$ cat config.mk
export PLATFORM = sky130hd
export DESIGN_NAME = alu_fp_seq
export DESIGN_NICKNAME = d
export VERILOG_FILES = /design/src/rtl/alu_fp_pkg.sv /design/src/rtl/alu_fp_round.sv /design/src/rtl/alu_fp_seq.sv
export SDC_FILE = /design/constraint.sdc
export NUM_CORES = 1
export LEC_CHECK = 0
export ABC_AREA = 1
export BUFFER_PORTS_ARGS = -buffer_cell sky130_fd_sc_hd__clkbuf_2
export CORE_ASPECT_RATIO = 1.2
export CORE_MARGIN = 2
export CORE_UTILIZATION = 40
export DETAILED_ROUTE_END_ITERATION = 6
export MAX_ROUTING_LAYER = met4
export SLEW_MARGIN = 20
export SYNTH_ARGS = -nofsm -noshare
export SYNTH_HDL_FRONTEND = slang
export SYNTH_SLANG_ARGS = --single-unit
$ cat constraint.sdc
create_clock -name clk -period 4.4 [get_ports clk]
set_input_delay 0.44 -clock clk [delete_from_list [all_inputs] [get_ports clk]]
set_output_delay 0.44 -clock clk [all_outputs]
set_load 0.01 [all_outputs]
$ cat src/rtl/alu_fp_pkg.sv
// Shared types and helpers for the sequential accumulator ALU with its
// sign|exponent|mantissa floating-point ADD path.
package alu_fp_pkg;

    localparam int DEF_EXP_W = 3;
    localparam int DEF_MAN_W = 4;

    localparam int BIAS    = (1 << (DEF_EXP_W - 1)) - 1;
    localparam int EXP_MAX = (1 << DEF_EXP_W) - 1;
    localparam int SIG_W   = DEF_MAN_W + 4;

    typedef enum logic [2:0] {
        OP_HLT = 3'b000,
        OP_SKZ = 3'b001,
        OP_ADD = 3'b010,
        OP_AND = 3'b011,
        OP_XOR = 3'b100,
        OP_LDA = 3'b101,
        OP_STO = 3'b110,
        OP_JMP = 3'b111
    } opcode_e;

    typedef enum logic [2:0] {
        S_IDLE  = 3'd0,
        S_ALIGN = 3'd1,
        S_SUM   = 3'd2,
        S_NORM  = 3'd3,
        S_ROUND = 3'd4,
        S_DONE  = 3'd5
    } state_e;

    // Leading-one probe: is the significand bit at i_pos set?
    function automatic logic lead_one(input logic [31:0] i_vec, input int i_pos);
        return i_vec[i_pos];
    endfunction

endpackage

$ cat src/rtl/alu_fp_round.sv
// Round-to-nearest-even on a hidden|mantissa|G|R|S significand, then saturate
// on exponent overflow and pack sign|exponent|mantissa.
module alu_fp_round
    import alu_fp_pkg::*;
#(
    parameter int EXP_W = DEF_EXP_W,
    parameter int MAN_W = DEF_MAN_W,
    parameter int W     = 1 + EXP_W + MAN_W
) (
    input  logic                    i_sign,
    input  logic signed [EXP_W+1:0] i_exp,
    input  logic [MAN_W+3:0]        i_sig,
    output logic [W-1:0]            o_res,
    output logic                    o_ovf
);
    localparam int XW = EXP_W + 2;
    localparam logic signed [XW-1:0] X_ONE  = XW'(1);
    localparam logic signed [XW-1:0] X_EMAX = XW'((1 << EXP_W) - 1);

    logic                 w_up;
    logic [MAN_W+1:0]     w_man_ext;
    logic [MAN_W-1:0]     w_man;
    logic signed [XW-1:0] w_exp;

    // Ties go to the even mantissa: round up only if G and (R|S|lsb).
    always_comb begin
        w_up      = lead_one(32'(i_sig), 2) & (i_sig[1] | i_sig[0] | i_sig[3]);
        w_man_ext = {1'b0, i_sig[MAN_W+3:3]} + {{(MAN_W+1){1'b0}}, w_up};
        if (w_man_ext[MAN_W+1]) begin
            w_man = w_man_ext[MAN_W:1];
            w_exp = i_exp + X_ONE;
        end else begin
            w_man = w_man_ext[MAN_W-1:0];
            w_exp = i_exp;
        end
        o_ovf = (w_exp > X_EMAX);
        if (o_ovf) begin
            o_res = {i_sign, {(W-1){1'b1}}};
        end else begin
            o_res = {i_sign, w_exp[EXP_W-1:0], w_man};
        end
    end

endmodule

$ cat src/rtl/alu_fp_seq.sv
// Handshaked multi-cycle accumulator ALU: logic ops finish in one cycle, ADD is
// a float adder walking ALIGN -> SUM -> NORM* -> ROUND before DONE.
module alu_fp_seq
    import alu_fp_pkg::*;
#(
    parameter int EXP_W = DEF_EXP_W,
    parameter int MAN_W = DEF_MAN_W,
    parameter int W     = 1 + EXP_W + MAN_W
) (
    input  logic         clk,
    input  logic         rst_n,
    input  logic         in_valid,
    output logic         in_ready,
    input  logic [2:0]   opcode,
    input  logic [W-1:0] inA,
    input  logic [W-1:0] inB,
    output logic         out_valid,
    input  logic         out_ready,
    output logic [W-1:0] res,
    output logic         is_zero,
    output logic         ovf,
    output logic         unf
);
    localparam int SW = MAN_W + 4;
    localparam int XW = EXP_W + 2;
    localparam logic signed [XW-1:0] X_ONE = XW'(1);

    state_e               r_state;
    state_e               w_state_nx;
    logic [W-1:0]         r_a;
    logic [W-1:0]         r_b;
    logic                 r_sign;
    logic                 r_sub;
    logic signed [XW-1:0] r_exp;
    logic [SW-1:0]        r_sig_a;
    logic [SW-1:0]        r_sig_b;
    logic [W-1:0]         r_res;
    logic                 r_zero;
    logic                 r_ovf;
    logic                 r_unf;
    logic                 r_out_valid;
    logic                 r_in_ready;

    logic [W-1:0]         w_logic_res;
    logic                 w_a_big;
    logic [W-1:0]         w_big;
    logic [W-1:0]         w_small;
    logic [EXP_W-1:0]     w_ediff;
    logic [SW-1:0]        w_small_sig;
    logic [SW-1:0]        w_small_sh;
    logic [SW-1:0]        w_aligned;
    logic                 w_sticky;
    logic [SW:0]          w_add;
    logic [SW-1:0]        w_sum;
    logic signed [XW-1:0] w_sum_exp;
    logic                 w_sum_zero;
    logic                 w_sum_norm;
    logic                 w_norm_unf;
    logic                 w_norm_last;
    logic [W-1:0]         w_rnd_res;
    logic                 w_rnd_ovf;

    // Single-cycle result for every opcode other than ADD.
    always_comb begin
        w_logic_res = inA;
        case (opcode_e'(opcode))
            OP_LDA:  w_logic_res = inB;
            OP_AND:  w_logic_res = inA & inB;
            OP_XOR:  w_logic_res = inA ^ inB;
            default: w_logic_res = inA;
        endcase
    end

    // Larger magnitude first; the smaller significand is shifted right and
    // everything shifted past the sticky position is ORed into it.
    always_comb begin
        w_a_big = (r_a[W-2:0] >= r_b[W-2:0]);
        if (w_a_big) begin
            w_big   = r_a;
            w_small = r_b;
        end else begin
            w_big   = r_b;
            w_small = r_a;
        end
        w_ediff     = w_big[W-2 -: EXP_W] - w_small[W-2 -: EXP_W];
        w_small_sig = {1'b1, w_small[MAN_W-1:0], 3'b000};
        w_small_sh  = w_small_sig >> w_ediff;
        w_sticky    = 1'b0;
        for (int i = 0; i < SW; i++) begin
            w_sticky = w_sticky | (w_small_sig[i] & (i < int'(w_ediff)));
        end
        w_aligned = {w_small_sh[SW-1:1], w_small_sh[0] | w_sticky};
    end

    // Magnitude add/subtract; a carry-out is folded back with the lost bit kept sticky.
    always_comb begin
        w_add     = {1'b0, r_sig_a} + {1'b0, r_sig_b};
        w_sum_exp = r_exp;
        if (r_sub) begin
            w_sum = r_sig_a - r_sig_b;
        end else if (w_add[SW]) begin
            w_sum     = {w_add[SW:2], w_add[1] | w_add[0]};
            w_sum_exp = r_exp + X_ONE;
        end else begin
            w_sum = w_add[SW-1:0];
        end
        w_sum_zero = (w_sum == '0);
        w_sum_norm = lead_one(32'(w_sum), SW - 1);
    end

    // The shift taken this cycle is the last one if the bit below hidden is already set.
    assign w_norm_unf  = (r_exp == '0);
    assign w_norm_last = lead_one(32'(r_sig_a), SW - 2);

    alu_fp_round #(
        .EXP_W (EXP_W),
        .MAN_W (MAN_W)
    ) u_round (
        .i_sign (r_sign),
        .i_exp  (r_exp),
        .i_sig  (r_sig_a),
        .o_res  (w_rnd_res),
        .o_ovf  (w_rnd_ovf)
    );

    // Next-state decode.
    always_comb begin
        w_state_nx = r_state;
        case (r_state)
            S_IDLE: begin
                if (in_valid) begin
                    w_state_nx = (opcode_e'(opcode) == OP_ADD) ? S_ALIGN : S_DONE;
                end else begin
                    w_state_nx = S_IDLE;
                end
            end
            S_ALIGN: w_state_nx = S_SUM;
            S_SUM: begin
                if (w_sum_zero) begin
                    w_state_nx = S_DONE;
                end else if (w_sum_norm) begin
                    w_state_nx = S_ROUND;
                end else begin
                    w_state_nx = S_NORM;
                end
            end
            S_NORM: begin
                if (w_norm_unf) begin
                    w_state_nx = S_DONE;
                end else if (w_norm_last) begin
                    w_state_nx = S_ROUND;
                end else begin
                    w_state_nx = S_NORM;
                end
            end
            S_ROUND: w_state_nx = S_DONE;
            S_DONE: begin
                if (out_ready) begin
                    w_state_nx = S_IDLE;
                end else begin
                    w_state_nx = S_DONE;
                end
            end
            default: w_state_nx = S_IDLE;
        endcase
    end

    // State register.
    always_ff @(posedge clk or negedge rst_n) begin
        if (!rst_n) begin
            r_state <= S_IDLE;
        end else begin
            r_state <= w_state_nx;
        end
    end

    // Operand, working significand and result registers, advanced per state.
    always_ff @(posedge clk or negedge rst_n) begin
        if (!rst_n) begin
            r_a     <= '0;
            r_b     <= '0;
            r_sign  <= 1'b0;
            r_sub   <= 1'b0;
            r_exp   <= '0;
            r_sig_a <= '0;
            r_sig_b <= '0;
            r_res   <= '0;
            r_zero  <= 1'b1;
            r_ovf   <= 1'b0;
            r_unf   <= 1'b0;
        end else begin
            case (r_state)
                S_IDLE: begin
                    if (in_valid) begin
                        r_a <= inA;
                        r_b <= inB;
                        if (opcode_e'(opcode) != OP_ADD) begin
                            r_res  <= w_logic_res;
                            r_zero <= (w_logic_res == '0);
                            r_ovf  <= 1'b0;
                            r_unf  <= 1'b0;
                        end
                    end
                end
                S_ALIGN: begin
                    r_sig_a <= {1'b1, w_big[MAN_W-1:0], 3'b000};
                    r_sig_b <= w_aligned;
                    r_exp   <= $signed({2'b00, w_big[W-2 -: EXP_W]});
                    r_sign  <= w_big[W-1];
                    r_sub   <= w_big[W-1] ^ w_small[W-1];
                end
                S_SUM: begin
                    r_sig_a <= w_sum;
                    r_exp   <= w_sum_exp;
                    if (w_sum_zero) begin
                        r_res  <= '0;
                        r_zero <= 1'b1;
                        r_ovf  <= 1'b0;
                        r_unf  <= 1'b0;
                    end
                end
                S_NORM: begin
                    r_sig_a <= {r_sig_a[SW-2:0], 1'b0};
                    r_exp   <= r_exp - X_ONE;
                    if (w_norm_unf) begin
                        r_res  <= '0;
                        r_zero <= 1'b1;
                        r_ovf  <= 1'b0;
                        r_unf  <= 1'b1;
                    end
                end
                S_ROUND: begin
                    r_res  <= w_rnd_res;
                    r_zero <= (w_rnd_res == '0);
                    r_ovf  <= w_rnd_ovf;
                    r_unf  <= 1'b0;
                end
                default: begin
                    r_res <= r_res;
                end
            endcase
        end
    end

    // Handshake flags registered from the next state.
    always_ff @(posedge clk or negedge rst_n) begin
        if (!rst_n) begin
            r_out_valid <= 1'b0;
            r_in_ready  <= 1'b1;
        end else begin
            r_out_valid <= (w_state_nx == S_DONE);
            r_in_ready  <= (w_state_nx == S_IDLE);
        end
    end

    assign in_ready  = r_in_ready;
    assign out_valid = r_out_valid;
    assign res       = r_res;
    assign is_zero   = r_zero;
    assign ovf       = r_ovf;
    assign unf       = r_unf;

endmodule
== Yosys cells after proc, flatten, opt, wreduce, memory -nomap -nowiden ==
Cells that the tools add are included.

* Add/subtract/negate cells: 6
* Bitwise gates (word level): 15
* Equality and inequality tests: 17
* Shifts and indexed selects: 1
* Multiplexer cells: 36
* $lt $le $gt $ge: 6
* Reductions and logical operators: 11

{| class="wikitable"
|+ Operator list
! kind !! count
|-
| 8-bit 2-to-1 mux || 8
|-
| 8-bit case mux with 3 select lines || 2
|-
| 8-bit case mux with 4 select lines || 1
|-
| 8-bit logical NOT || 3
|-
| 3-bit 2-to-1 mux || 7
|-
| 3-bit case mux with 6 select lines || 1
|-
| 3-bit == test (second input constant) || 5
|-
| 5-bit 2-to-1 mux || 3
|-
| 5-bit case mux with 3 select lines || 1
|-
| 3-bit by 2-bit == test with 1-bit output (second input constant) || 4
|-
| 2-bit != test (second input constant) || 6
|-
| 1-bit case mux with 4 select lines || 3
|-
| 8-bit by 8-bit adder with 9-bit output || 1
|-
| 3-bit less-than comparator (first input constant) || 3
|-
| 8-bit AND || 1
|-
| 1-bit 2-to-1 mux || 8
|-
| 8-bit by 3-bit >> shifter with 8-bit output || 1
|-
| 8-bit subtractor || 1
|-
| 8-bit bitwise XOR || 1
|-
| 7-bit greater-or-equal comparator || 1
|-
| 7-bit 2-to-1 mux || 1
|-
| 1-bit bitwise OR || 7
|-
| 5-bit by 1-bit adder with 6-bit output || 1
|-
| 3-bit logical NOT || 2
|-
| other kinds (16) || 20
|}

* Output and inout port bits: 13
* Word-level logic and storage cells: 106
* Register bits after elaboration: 55

== Depth between registers and ports, before layout ==
* Depth in word-level cells: 9
* Depth in mapped cells: 21
* Gate-level depth less buffers: 19

== Cells and area by module ==
From an unflattened synthesis, not the netlist that was laid out.

* Cells, all modules: 718
* Area total of the unflattened synthesis: 4890.9 um^2

{| class="wikitable"
|+ Modules (own cells, without submodules)
! module !! area each (um^2) !! cells an instance !! instances
|-
| alu_fp_seq || 4584.4 || 664 || 1
|-
| alu_fp_round || 306.5 || 54 || 1
|}

== Least setup slack after synthesis ==
OpenSTA, ideal clock, no wires.

* Kind: reg-to-reg
* Start point: register r_a[4]
* End point: register r_sig_b[1]
* Path slack: 1.573 ns
* Clock period less this slack: 2.827 ns
* Arrival: 2.695 ns
* Stages on the path, launching flop included: 17
* Data required time: 4.268 ns
* Library setup time: 0.132 ns
* Path buffers: 3
* Cells stage by stage: dfrtp_1 > ha_1 > buf_2 > a21oi_1 > o21a_1 > nand3_1 > buf_2 > clkbuf_1 > o21ai_0 > o21bai_1 > ha_1 > inv_1 > nand3_1 > o21ai_0 > nand2_1 > nand3_1 > o21ai_0

* Word-level cells in the longest chain between the ends: 4
* Elaborated cells between the ends (all ways): 5

{| class="wikitable"
|+ RTL lines
! what !! line !! RTL
|-
| start: declaration || alu_fp_seq.sv:30 || <nowiki>logic [W-1:0] r_a;</nowiki>
|-
| start signal: assignment || alu_fp_seq.sv:195 || <nowiki>r_a <= inA;</nowiki>
|-
| 7-bit greater-or-equal comparator || alu_fp_seq.sv:77 || <nowiki>w_a_big = (r_a[W-2:0] >= r_b[W-2:0]);</nowiki>
|-
| 8-bit 2-to-1 mux || alu_fp_seq.sv:78 || <nowiki>if (w_a_big) begin</nowiki>
|-
| 3-bit subtractor || alu_fp_seq.sv:85 || <nowiki>w_ediff = w_big[W-2 -: EXP_W] - w_small[W-2 -: EXP_W];</nowiki>
|-
| 8-bit by 3-bit >> shifter with 8-bit output (*) || alu_fp_seq.sv:87 || <nowiki>w_small_sh = w_small_sig >> w_ediff;</nowiki>
|-
| end signal: assignment || alu_fp_seq.sv:207 || <nowiki>r_sig_b <= w_aligned;</nowiki>
|-
| end: declaration || alu_fp_seq.sv:36 || <nowiki>logic [SW-1:0] r_sig_b;</nowiki>
|}

Mark *: on every way between the ends. The rest lies on a longest branch, timed or not.
A chain may end at the register's enable or synchronous reset.

== Worst setup path after layout ==
Same ends and word-level chain as after synthesis.

==> flow_summary.yaml <==
timing:
  slew_headroom_pct: 27.5
  min_period_ns: 3.27
  fmax_mhz: 305
  fin_crit_sh_pct: 74.4
  finalSetupViolations: 0
  drv_slew: 0
  setup_tns_ns: 0
  rsz0062_at_grt: "no"
  finClkSkew_ns: 0.00864
  worstMarginPinSlew_ns: 1.08
  whs_ns: 0.257
  report.final.hold_viol_count: 0
clocking:
  clkLatencyLatePin_ns: 0.29
  cts_setup_buffers: 0
  cts_tree: "built"
  clock-sinks: 55
  cts_buffer_depth: 2
  clk_pin_slew_worst_paths_ns: 0.07
  cts_inserted_buffers: 5
  cts_resized: 0
  cts-hold-fix-buffers: 0
  htreeDepth: 2
  clockRootBuffer: "clkbuf_16"
die:
  start_util_pct: 40.9
  dieArea_um2: 12700
  dieHeight_um: 123
  rows: 43
  core-area_um2: 11500
  fp.dieW_um: 103
  ios: 36
power_and_ir_drop:
  powerDensity_nw_per_um2: 862
  swShare_pct: 54.5
  p_comb_share_pct: 68.6
  power.share.sequential_pct: 21.0
  p_leak_nw: 2.72
  p_switching_mw: 2.42
  p_int_mw: 2.03
  pwr-share-clk_pct: 10.4
  vdd_drop_max_mv: 0.305
  total_power_mw: 4.45
critical_path:
  critPathMaxFanout: 21
  worst_setup_path_start_kind: "flop"
  rr_endpoint: "r_sig_b[1]"
  crit_arrival_ns: 3.41
  crit_end: "r_sig_b[1]"
  criticalPathCategory: "reg -> reg"
  endpoint_kind: "flop"
  rrSetupSlack_ns: 1.13
  reg2regPathDepth: 13
  r2r-start: "r_a[4]"
  crit_start: "r_a[4]"
  cp_data_required_time_ns: 4.53
finish:
  final_common_cell: "nand2_1"
  mostFrequentLayoutCells: "212 x nand2_1, 95 x inv_1, 66 x nand3_1, 61 x nor2_1, 57 x o21ai_0"
  final_cells: 895
  n_fill_cell: 1220
  drive_gt1_share_pct: 9.76
  diodes: 0
  nets: 797
  syn_to_final_growth_pct: 9.54
drt:
  wl_per_cell_um: 13.8
  vias: 4636
  drcViolationCount: 0
  dr.pass1.iters: 7
  routed_wirelength_um: 12300
  drtIter0Drc: 326
  via_per_inst: 5.18
  drtAntennaViolNets: 0
yosys:
  ys_seq_area_share_pct: 29.3
  syn-num-nets: 771
  synth_edf_count: 0
  syn_inst: 711
  synth_ff_type: "dfrtp_1"
  avgSynthCellArea_um2: 6.63
  ys_warn_count: 0
  synth_area_um2: 4710
  yosysUniqueCellTypes: 43
  ys_seq_elements: 55
  async_reset_ff_share_pct: 100
placement:
  dp_hpwl_um: 9970
  gp_congestion: 0.922
  port-buffer-count: 35
  numPlacedInstances: 887
grt:
  grt_max_degree: 56
  grt_usage_pct: 21.3
  grt_pass1_vias: 4534
  antenna_found_initial: 0
  grt_overflow: 0
  grt_pass1_wl_um: 20800
flow_run:
  drv_cap: 0
hold_path:
  min_path_type: "in -> async"
outcome:
  outcome: "complete, no violations"
-- cell usage after synthesis, types with 4 or more instances --
cell	instances	area, um^2
xor2_1	6	52.6
o22ai_1	4	25.0
nand4_1	18	113
inv_1	95	357
dfrtp_1	53	1330
o21ai_0	57	285
nand3_1	66	330
a21oi_1	31	155
inv_2	4	15.0
nor3_1	5	25.0
ha_1	35	438
clkbuf_1	7	26.3
o211ai_1	6	45.0
buf_4	4	30.0
nor2_1	61	229
nand2_1	212	796
nand2_2	6	37.5
-- routing by layer --
metal	routed length, um	global-route usage, %	vias to the layer above
li1	-	-	2362
met1	5190	24.9	2103
met2	6020	35.9	135
met3	490	2.39	36
met4	616	11.2	0
met5	0	-	-
-- cell families after synthesis --
logic type,Yosys count,synth area share [%]
AND/OR/NAND/NOR,382,35.1
buffers and inverters,117,10.2
AO/OA/AOI/OAI,113,13.9
flip-flops,55,29.3
adder cells (fa/ha/maj),37,10.1
XOR/XNOR,7,1.30
-- state kept, by name (all words and copies together), names as in the netlist, 3 cells and up --
name and flops:
r_b 8, r_sig_a 8, r_state 3, r_sig_b 8
res 8, r_exp 5, r_a 8
-- power groups by stage --
stage | clock [mW] | combinational [mW] | sequential [mW]
finish | 0.462 | 3.05 | 0.936
global route | 0.491 | 3.49 | 0.970
CTS | 0.474 | 3.04 | 0.938
detailed placement | 0 | 3.02 | 0.946
global placement | 0 | 2.97 | 0.942
floorplan | 0 | 2.38 | 0.898
-- cell type report --
| type | count | area (um^2) | area share [%] |
|---|---|---|---|
| flip-flops and latches | 55 | 1380 | 26.7 |
| multi-input cells | 539 | 2850 | 55.2 |
| clock inverters | 2 | 35.0 | 0.679 |
| repair buffers | 36 | 183 | 3.54 |
| well taps | 157 | 196 | 3.81 |
| clock buffers | 6 | 139 | 2.69 |
| inverters | 100 | 378 | 7.32 |
-- worst max-delay path, cell delays in order, from the launching register on --
cell      delay, ns
dfrtp_1        0.41
ha_1           0.42
a21oi_1        0.18
o21a_1         0.12
nand3_1        0.45
o21ai_0        0.40
o21bai_1       0.16
ha_1           0.32
inv_1          0.20
nand3_1        0.10
o21ai_0        0.12
nand2_1        0.08
nand3_1        0.07
o21ai_0        0.08
-- metrics by stage --
stage	setup WS, ns	util (%)	instance area [um^2]
finish	1.13	44.8	5160
global route	0.678	44.8	5160
floorplan	1.57	-	4710
CTS	1.10	44.8	5160
global placement	1.26	43.3	4990
detailed placement	1.12	43.3	4990
-- how the worst min path moves through the flow --
stage	from	end	slack, ns	cells after the start
final	rst_n	res[0]	0.26	2
after global routing	rst_n	res[1]	0.34	2
after CTS	rst_n	res[1]	0.30	2
after detailed placement	is_zero	is_zero	0.46	2
after global placement	is_zero	is_zero	0.46	2
after floorplan	rst_n	out_valid	0.14	0
Note: power is estimated with default switching activity, not from simulation.
